==> src/rtl/bsg_link_credit_serializer_tx.sv <==
// Transmit end of the credit-flow-controlled off-chip link: takes full core
// words on valid/ready, sends them as narrow channel beats, spends one credit per word.
module bsg_link_credit_serializer_tx #(
   parameter int width_p               = 64,
   parameter int channel_width_p       = 16,
   parameter int credit_max_p          = 8,
   parameter int lg_token_decimation_p = 0
) (
   input  logic                               core_clk_i,
   input  logic                               core_reset_n_i,
   input  logic [width_p-1:0]                 core_data_i,
   input  logic                               core_valid_i,
   output logic                               core_ready_o,
   output logic [channel_width_p-1:0]         io_data_o,
   output logic                               io_valid_o,
   input  logic                               token_i,
   output logic [$clog2(credit_max_p+1)-1:0]  credit_count_o,
   output logic                               credit_overflow_o
);

   localparam int beats_lp  = width_p / channel_width_p;
   localparam int beat_w_lp = (beats_lp > 1) ? $clog2(beats_lp) : 1;
   localparam int cnt_w_lp  = $clog2(credit_max_p + 1);

   localparam logic [beat_w_lp-1:0] last_beat_lp  = beat_w_lp'(beats_lp - 1);
   localparam logic [cnt_w_lp:0]    token_amt_lp  = (cnt_w_lp+1)'(2 ** lg_token_decimation_p);
   localparam logic [cnt_w_lp:0]    credit_max_lp = (cnt_w_lp+1)'(credit_max_p);

   localparam logic [0:0] idle_s = 1'b0;
   localparam logic [0:0] send_s = 1'b1;

   logic [0:0]                                state_r;
   logic [beat_w_lp-1:0]                      beat_r;
   logic [beats_lp-1:0][channel_width_p-1:0]  shift_r;
   logic [cnt_w_lp-1:0]                       credit_r;
   logic                                      overflow_r;
   logic                                      last_beat;
   logic                                      accept;
   logic [cnt_w_lp:0]                         credit_sum;

   assign last_beat = (beat_r == last_beat_lp);

   // Ready depends only on registers, so the core never sees a valid->ready loop.
   assign core_ready_o = (credit_r != '0)
                       & ((state_r == idle_s) | ((state_r == send_s) & last_beat));
   assign accept       = core_valid_i & core_ready_o;

   // One bit wider than the counter so an over-return is detectable before saturation.
   assign credit_sum = {1'b0, credit_r}
                     - (cnt_w_lp+1)'(accept)
                     + (token_i ? token_amt_lp : '0);

   always_ff @(posedge core_clk_i or negedge core_reset_n_i) begin
      if (!core_reset_n_i) begin
         state_r    <= idle_s;
         beat_r     <= '0;
         shift_r    <= '0;
         io_valid_o <= 1'b0;
         io_data_o  <= '0;
      end else begin
         io_valid_o <= (state_r == send_s);
         if (state_r == send_s)
            io_data_o <= shift_r[beat_r];

         if (accept) begin
            shift_r <= core_data_i;
            beat_r  <= '0;
            state_r <= send_s;
         end else if (state_r == send_s) begin
            if (last_beat) begin
               state_r <= idle_s;
               beat_r  <= '0;
            end else begin
               beat_r  <= beat_r + 1'b1;
            end
         end
      end
   end

   always_ff @(posedge core_clk_i or negedge core_reset_n_i) begin
      if (!core_reset_n_i) begin
         credit_r   <= cnt_w_lp'(credit_max_p);
         overflow_r <= 1'b0;
      end else if (credit_sum > credit_max_lp) begin
         credit_r   <= cnt_w_lp'(credit_max_p);
         overflow_r <= 1'b1;
      end else begin
         credit_r   <= credit_sum[cnt_w_lp-1:0];
      end
   end

   assign credit_count_o    = credit_r;
   assign credit_overflow_o = overflow_r;

endmodule

==> config.mk <==
export PLATFORM = sky130hd
export DESIGN_NAME = bsg_link_credit_serializer_tx
export DESIGN_NICKNAME = d
export VERILOG_FILES = /design/src/rtl/bsg_link_credit_serializer_tx.sv
export SDC_FILE = /design/constraint.sdc
export NUM_CORES = 1
export LEC_CHECK = 0
export BUFFER_PORTS_ARGS = -buffer_cell sky130_fd_sc_hd__buf_2
export CORE_UTILIZATION = 45
export DETAILED_ROUTE_END_ITERATION = 12
export PLACE_DENSITY_LB_ADDON = 0.12
export SLEW_MARGIN = 40
export SYNTH_ARGS = -nofsm -noshare
export SYNTH_HDL_FRONTEND = slang
export SYNTH_SLANG_ARGS = --single-unit
==> constraint.sdc <==
create_clock -name core_clk_i -period 4.5 [get_ports core_clk_i]
set_input_delay 0.9 -clock core_clk_i [delete_from_list [all_inputs] [get_ports core_clk_i]]
set_output_delay 0.9 -clock core_clk_i [all_outputs]
set_load 0.03 [all_outputs]
## Word level (Yosys, flattened, before mapping)

Cells that the tools add are included.

| cells by class | value |
|---|---|
| reduce and logical (&&, ||, !) cells | 2 |
| mux-type cells | 10 |
| $add $sub $neg | 3 |
| eq/ne operators | 1 |
| bitwise logic cells | 5 |
| order comparisons | 2 |

Operator list:

| cell | number |
|---|---|
| 16-bit binary-select mux with 2-bit select | 1 |
| 16-bit 2-to-1 mux | 1 |
| 2-bit 2-to-1 mux | 3 |
| 5-bit by 1-bit adder with 5-bit output | 1 |
| 5-bit by 4-bit > comparator with 1-bit output, second input constant | 1 |
| 4-bit by 1-bit subtractor with 5-bit output | 1 |
| 1-bit 2-to-1 mux | 4 |
| 4-bit 2-to-1 mux | 1 |
| 4-bit nonzero test | 1 |
| 1-bit AND | 3 |
| 2-bit by 3-bit < comparator with 1-bit output, second input constant | 1 |
| 2-bit by 1-bit adder with 2-bit output, second input constant | 1 |
| 2-bit == test, second input constant | 1 |
| 2-bit nonzero test | 1 |
| 1-bit NOT | 1 |
| 1-bit OR | 1 |

| storage, ports and cells | value |
|---|---|
| input port bits | 68 |
| output and inout port bits | 23 |
| logic and storage cells | 33 |
| flip-flop bits (word level) | 89 |

## Logic depth before layout (Yosys ltp)

| depth | value |
|---|---|
| depth after elaboration | 9 |
| depth in mapped cells | 16 |
| depth with buffers taken out | 14 |

## Least setup slack after synthesis

Ideal clock, no wire load.

| path | value |
|---|---|
| kind | register to register |
| start point | register credit_r[2] (netlist: credit_count_o[2]) |
| end point | register overflow_r (netlist: credit_overflow_o) |
| path buffers | 2 |
| clock period less this slack | 3.170 ns |
| required time | 4.376 ns |
| data arrival time | 3.047 ns |
| stages on the path, launching flop included | 17 |
| slack | 1.330 ns |
| library setup time | 0.124 ns |
| cells stage by stage | dfrtp_1 -> inv_1 -> ha_1 -> or3b_4 -> nand3_2 -> buf_8 -> buf_8 -> inv_1 -> ha_1 -> inv_1 -> ha_1 -> inv_1 -> fa_1 -> nor2b_1 -> o31ai_1 -> xnor2_1 -> a211o_1 |

| on the way | value |
|---|---|
| cells in the longest elaborated chain, start to end | 6 |

RTL lines:

| what | RTL line | text |
|---|---|---|
| start, declared | 35 | `logic [cnt_w_lp-1:0] credit_r;` |
| start signal, assigned | 82 | `credit_r <= cnt_w_lp'(credit_max_p);` |
| start signal, assigned | 85 | `credit_r <= cnt_w_lp'(credit_max_p);` |
| start signal, assigned | 88 | `credit_r <= credit_sum[cnt_w_lp-1:0];` |
| 4-bit nonzero test | 44 | `assign core_ready_o = (credit_r != '0)` |
| 1-bit AND | 45 | `& ((state_r == idle_s) \| ((state_r == send_s) & last_beat));` |
| 1-bit AND | 46 | `assign accept = core_valid_i & core_ready_o;` |
| net accept | 38 | `logic accept;` |
| 4-bit by 1-bit subtractor with 5-bit output | 50 | `- (cnt_w_lp+1)'(accept)` |
| 5-bit by 1-bit adder with 5-bit output | 51 | `+ (token_i ? token_amt_lp : '0);` |
| 5-bit by 4-bit > comparator with 1-bit output | 84 | `end else if (credit_sum > credit_max_lp) begin` |
| end signal, assigned | 83 | `overflow_r <= 1'b0;` |
| end signal, assigned | 86 | `overflow_r <= 1'b1;` |
| end, declared | 36 | `logic overflow_r;` |

The timed path passes the listed nets, and every way through them passes these cells.
A chain may end at the register's enable or synchronous reset.

## Worst setup path after layout

Ends and elaborated chain as after synthesis.

==> run_results.csv <==
group,metric,value,unit
run_status,outcome,"finished clean",
grt,grt_max_degree,67,
floorplan,die_y,97.1,um
finish,layout_common_cells,"buf_2, dfrtp_1, mux2_2, mux2_4, clkbuf_8",
sta,max_freq,0.340,GHz
setup_path,arrival,3.19,ns
power,vdd.ir_drop.worst,0.368,mV
power,combPwrFrac,0.453,
drt,vias_per_cell,5.02,
sta,tightest_slew,0.700,ns
setup_path,critical_path_class,"reg -> reg",
grt,grt.total_usage,0.168,
floorplan,design.core.area,0.00872,mm^2
clock_tree,clk_latency,0.35,ns
synthesis,yosysTopAreaCell,"dfrtp_1",
placement,place_inst,427,
setup_path,worstPathRequired,4.74,ns
drt,drc,0,
sta,drv_slew,0,
synthesis,postSynthAreaPerCell,17.2,um^2
clock_tree,cts_setup_buffers,0,
synthesis,synthesis.nets,313,
grt,grt_pass1_wl,12.2,mm
power,p_int,2.46,mW
clock_tree,clk_pin_slew,0.09,ns
synthesis,ys_seq_elements,89,
clock_tree,cts_tree,"yes",
sta,finalCriticalPeriod,2.94,ns
synthesis,synth.top_cell.area_share,0.541,
power,p_switching,1.20,mW
min_path,hold_class,"reg -> reg",
drt,ant_nets,0,
power,pwr-share-clk,0.164,
finish,fillers,753,
drt,post_drt_wl_per_cell,16.1,um
sta,rsz0062_at_grt,"false",
power,seq_power_share,0.383,
placement,gp_congestion,0.754,
power,p_leak,2.30,nW
flow_run,max_cap_violations,0,
finish,drive_above_1_share,0.588,
finish,layout_commonest_cell,"buf_2",
drt,vias,2224,
floorplan,pin_count,91,
sta,setup_tns,0,ns
setup_path,cp-end-kind,"flop",
sta,hold_ws,0.484,ns
floorplan,die_area,0.00943,mm^2
sta,setup_viol,0,
drt,drtIter0Drc,57,
sta,fin_crit_sh,0.654,
synthesis,ys_async_sr_fraction,1.00,
finish,layout.cells.non_filler,443,
drt,first_pass_iters,4,
clock_tree,cts_resized,0,
clock_tree,cts_sinks,89,
grt,grt_antenna_before_repair,0,
synthesis,ys_seq_area_frac,0.547,
placement,dpl_cell_area,0.00456,mm^2
clock_tree,cts_buffers,9,
setup_path,start_kind,"flop",
floorplan,die_w,97.1,um
grt,grt_pass1_vias,2418,
floorplan,initial_utilization,0.467,
synthesis,synth_area_leaders,"dfrtp_1, mux2_2, mux2_4, mux4_1, mux4_2",
finish,fin_area,0.00478,mm^2
drt,routed_wl,7.15,mm
synthesis,synth_edf_count,0,
placement,hpwl,4.66,mm
power,p_per_area,765,mW/mm^2
synthesis,syn-instance-count,237,
setup_path,crit_path_max_fanout,5,
sta,slew_headroom,0.533,
placement,numPortBuffers,90,
grt,grt_overflow_total,0,
sta,fin_skew,0.00802,ns
clock_tree,h-tree-depth,3,
finish,area_growth,17.5,%
power,netSwitchingFraction,0.327,
floorplan,num_rows,34,
synthesis,synth_warnings,0,
sta,finalHoldViolCount,0,
finish,final_nets,406,
clock_tree,clockBufferDepth,2,
clock_tree,clockRootBuffer,"clkbuf_8",
clock_tree,cts_hold_buf,0,
finish,antenna_cells,0,
synthesis,synth-main-ff-cell,"dfrtp_1",
synthesis,ys_types,36,
synthesis,syn_area,0.00407,mm^2
finish,finish.utilization,0.548,
## metrics by stage
| stage | power, mW | setup WS (ns) |
|---|---|---|
| 3_3_place_gp | 3.05 | 1.65 |
| 4_1_cts | 3.71 | 1.57 |
| 3_5_place_dp | 3.10 | 1.59 |
| 2_1_floorplan | 2.80 | 1.33 |
| 6_report | 3.66 | 1.56 |
| 5_1_grt | 3.91 | 1.37 |
## logic make-up after synthesis
| family | share of synthesized area |
|---|---|
| muxes | 0.346 |
| DFF | 0.547 |
| buffers and inverters | 0.0430 |
| and+or+nand+nor | 0.0224 |
| adders and majority gates | 0.0264 |
| AOI/OAI and AO/OA | 0.00861 |
| xor gates and xnor gates | 0.00646 |
## power groups by stage
stage / registers (mW) / logic, mW / clock network [mW]
2_1_floorplan: 1.54 / 1.26 / 0
3_3_place_gp: 1.41 / 1.65 / 0
3_5_place_dp: 1.42 / 1.68 / 0
4_1_cts: 1.41 / 1.68 / 0.622
5_1_grt: 1.46 / 1.80 / 0.652
6_report: 1.40 / 1.66 / 0.600
## layout make-up
| class | instances | area [um^2] | area share |
|---|---|---|---|
| clock buffers | 9 | 124 | 0.0259 |
| clock inverters | 7 | 93.8 | 0.0196 |
| inverters | 8 | 30.0 | 0.00628 |
| multi-input cells | 127 | 1670 | 0.350 |
| flip-flops and latches | 89 | 2230 | 0.466 |
| well taps | 108 | 135 | 0.0283 |
| repair buffers | 95 | 498 | 0.104 |
## routing by layer
layer	vias to the layer above	global-route usage	routed length, um
li1	1052	-	-
met1	1107	0.233	3330
met2	55	0.257	3410
met3	10	0.0381	308
met4	0	0.0654	103
met5	-	0	0
## synth_stat cells, types with 2 or more instances
cell type	count
dfrtp_1	88
mux2_2	45
mux2_4	28
inv_1	8
mux4_1	8
mux4_2	8
ha_1	7
mux2_1	7
buf_4	4
buf_12	3
buf_2	2
buf_8	2
nand2_1	2
nor3_1	2
xor2_1	2
## final timing paths
path	startpoint	end	slack, ns	cells past startpoint
setup / recovery	credit_count_o[2]	credit_overflow_o	1.56	14
hold / removal	shift_r[22]	shift_r[22]	0.48	1
setup reg to reg	credit_count_o[2]	credit_overflow_o	1.56	14
hold reg to reg	shift_r[22]	shift_r[22]	0.48	1
max in group asynchronous	core_reset_n_i	credit_count_o[3]	3.16	2
min in group asynchronous	core_reset_n_i	io_data_o[9]	0.50	1
## registers in the layout, summed over array words and instances (netlist names)
name,cells
beat_r,2
shift_r,64
state_r,1
credit_count_o,4
io_valid_o,1
credit_overflow_o,1
io_data_o,16
## worst max-delay path: stages (launching register included)
cell and delay (ns):
dfrtp_1 0.41, inv_1 0.09, ha_1 0.15, or3b_4 0.39
nand3_4 0.09, inv_1 0.05, ha_1 0.27, inv_1 0.06
ha_1 0.16, inv_1 0.06, fa_1 0.40, nor2b_1 0.14
o31ai_1 0.09, xnor2_1 0.19, a211o_1 0.29
(Power assumes the default switching activity.)
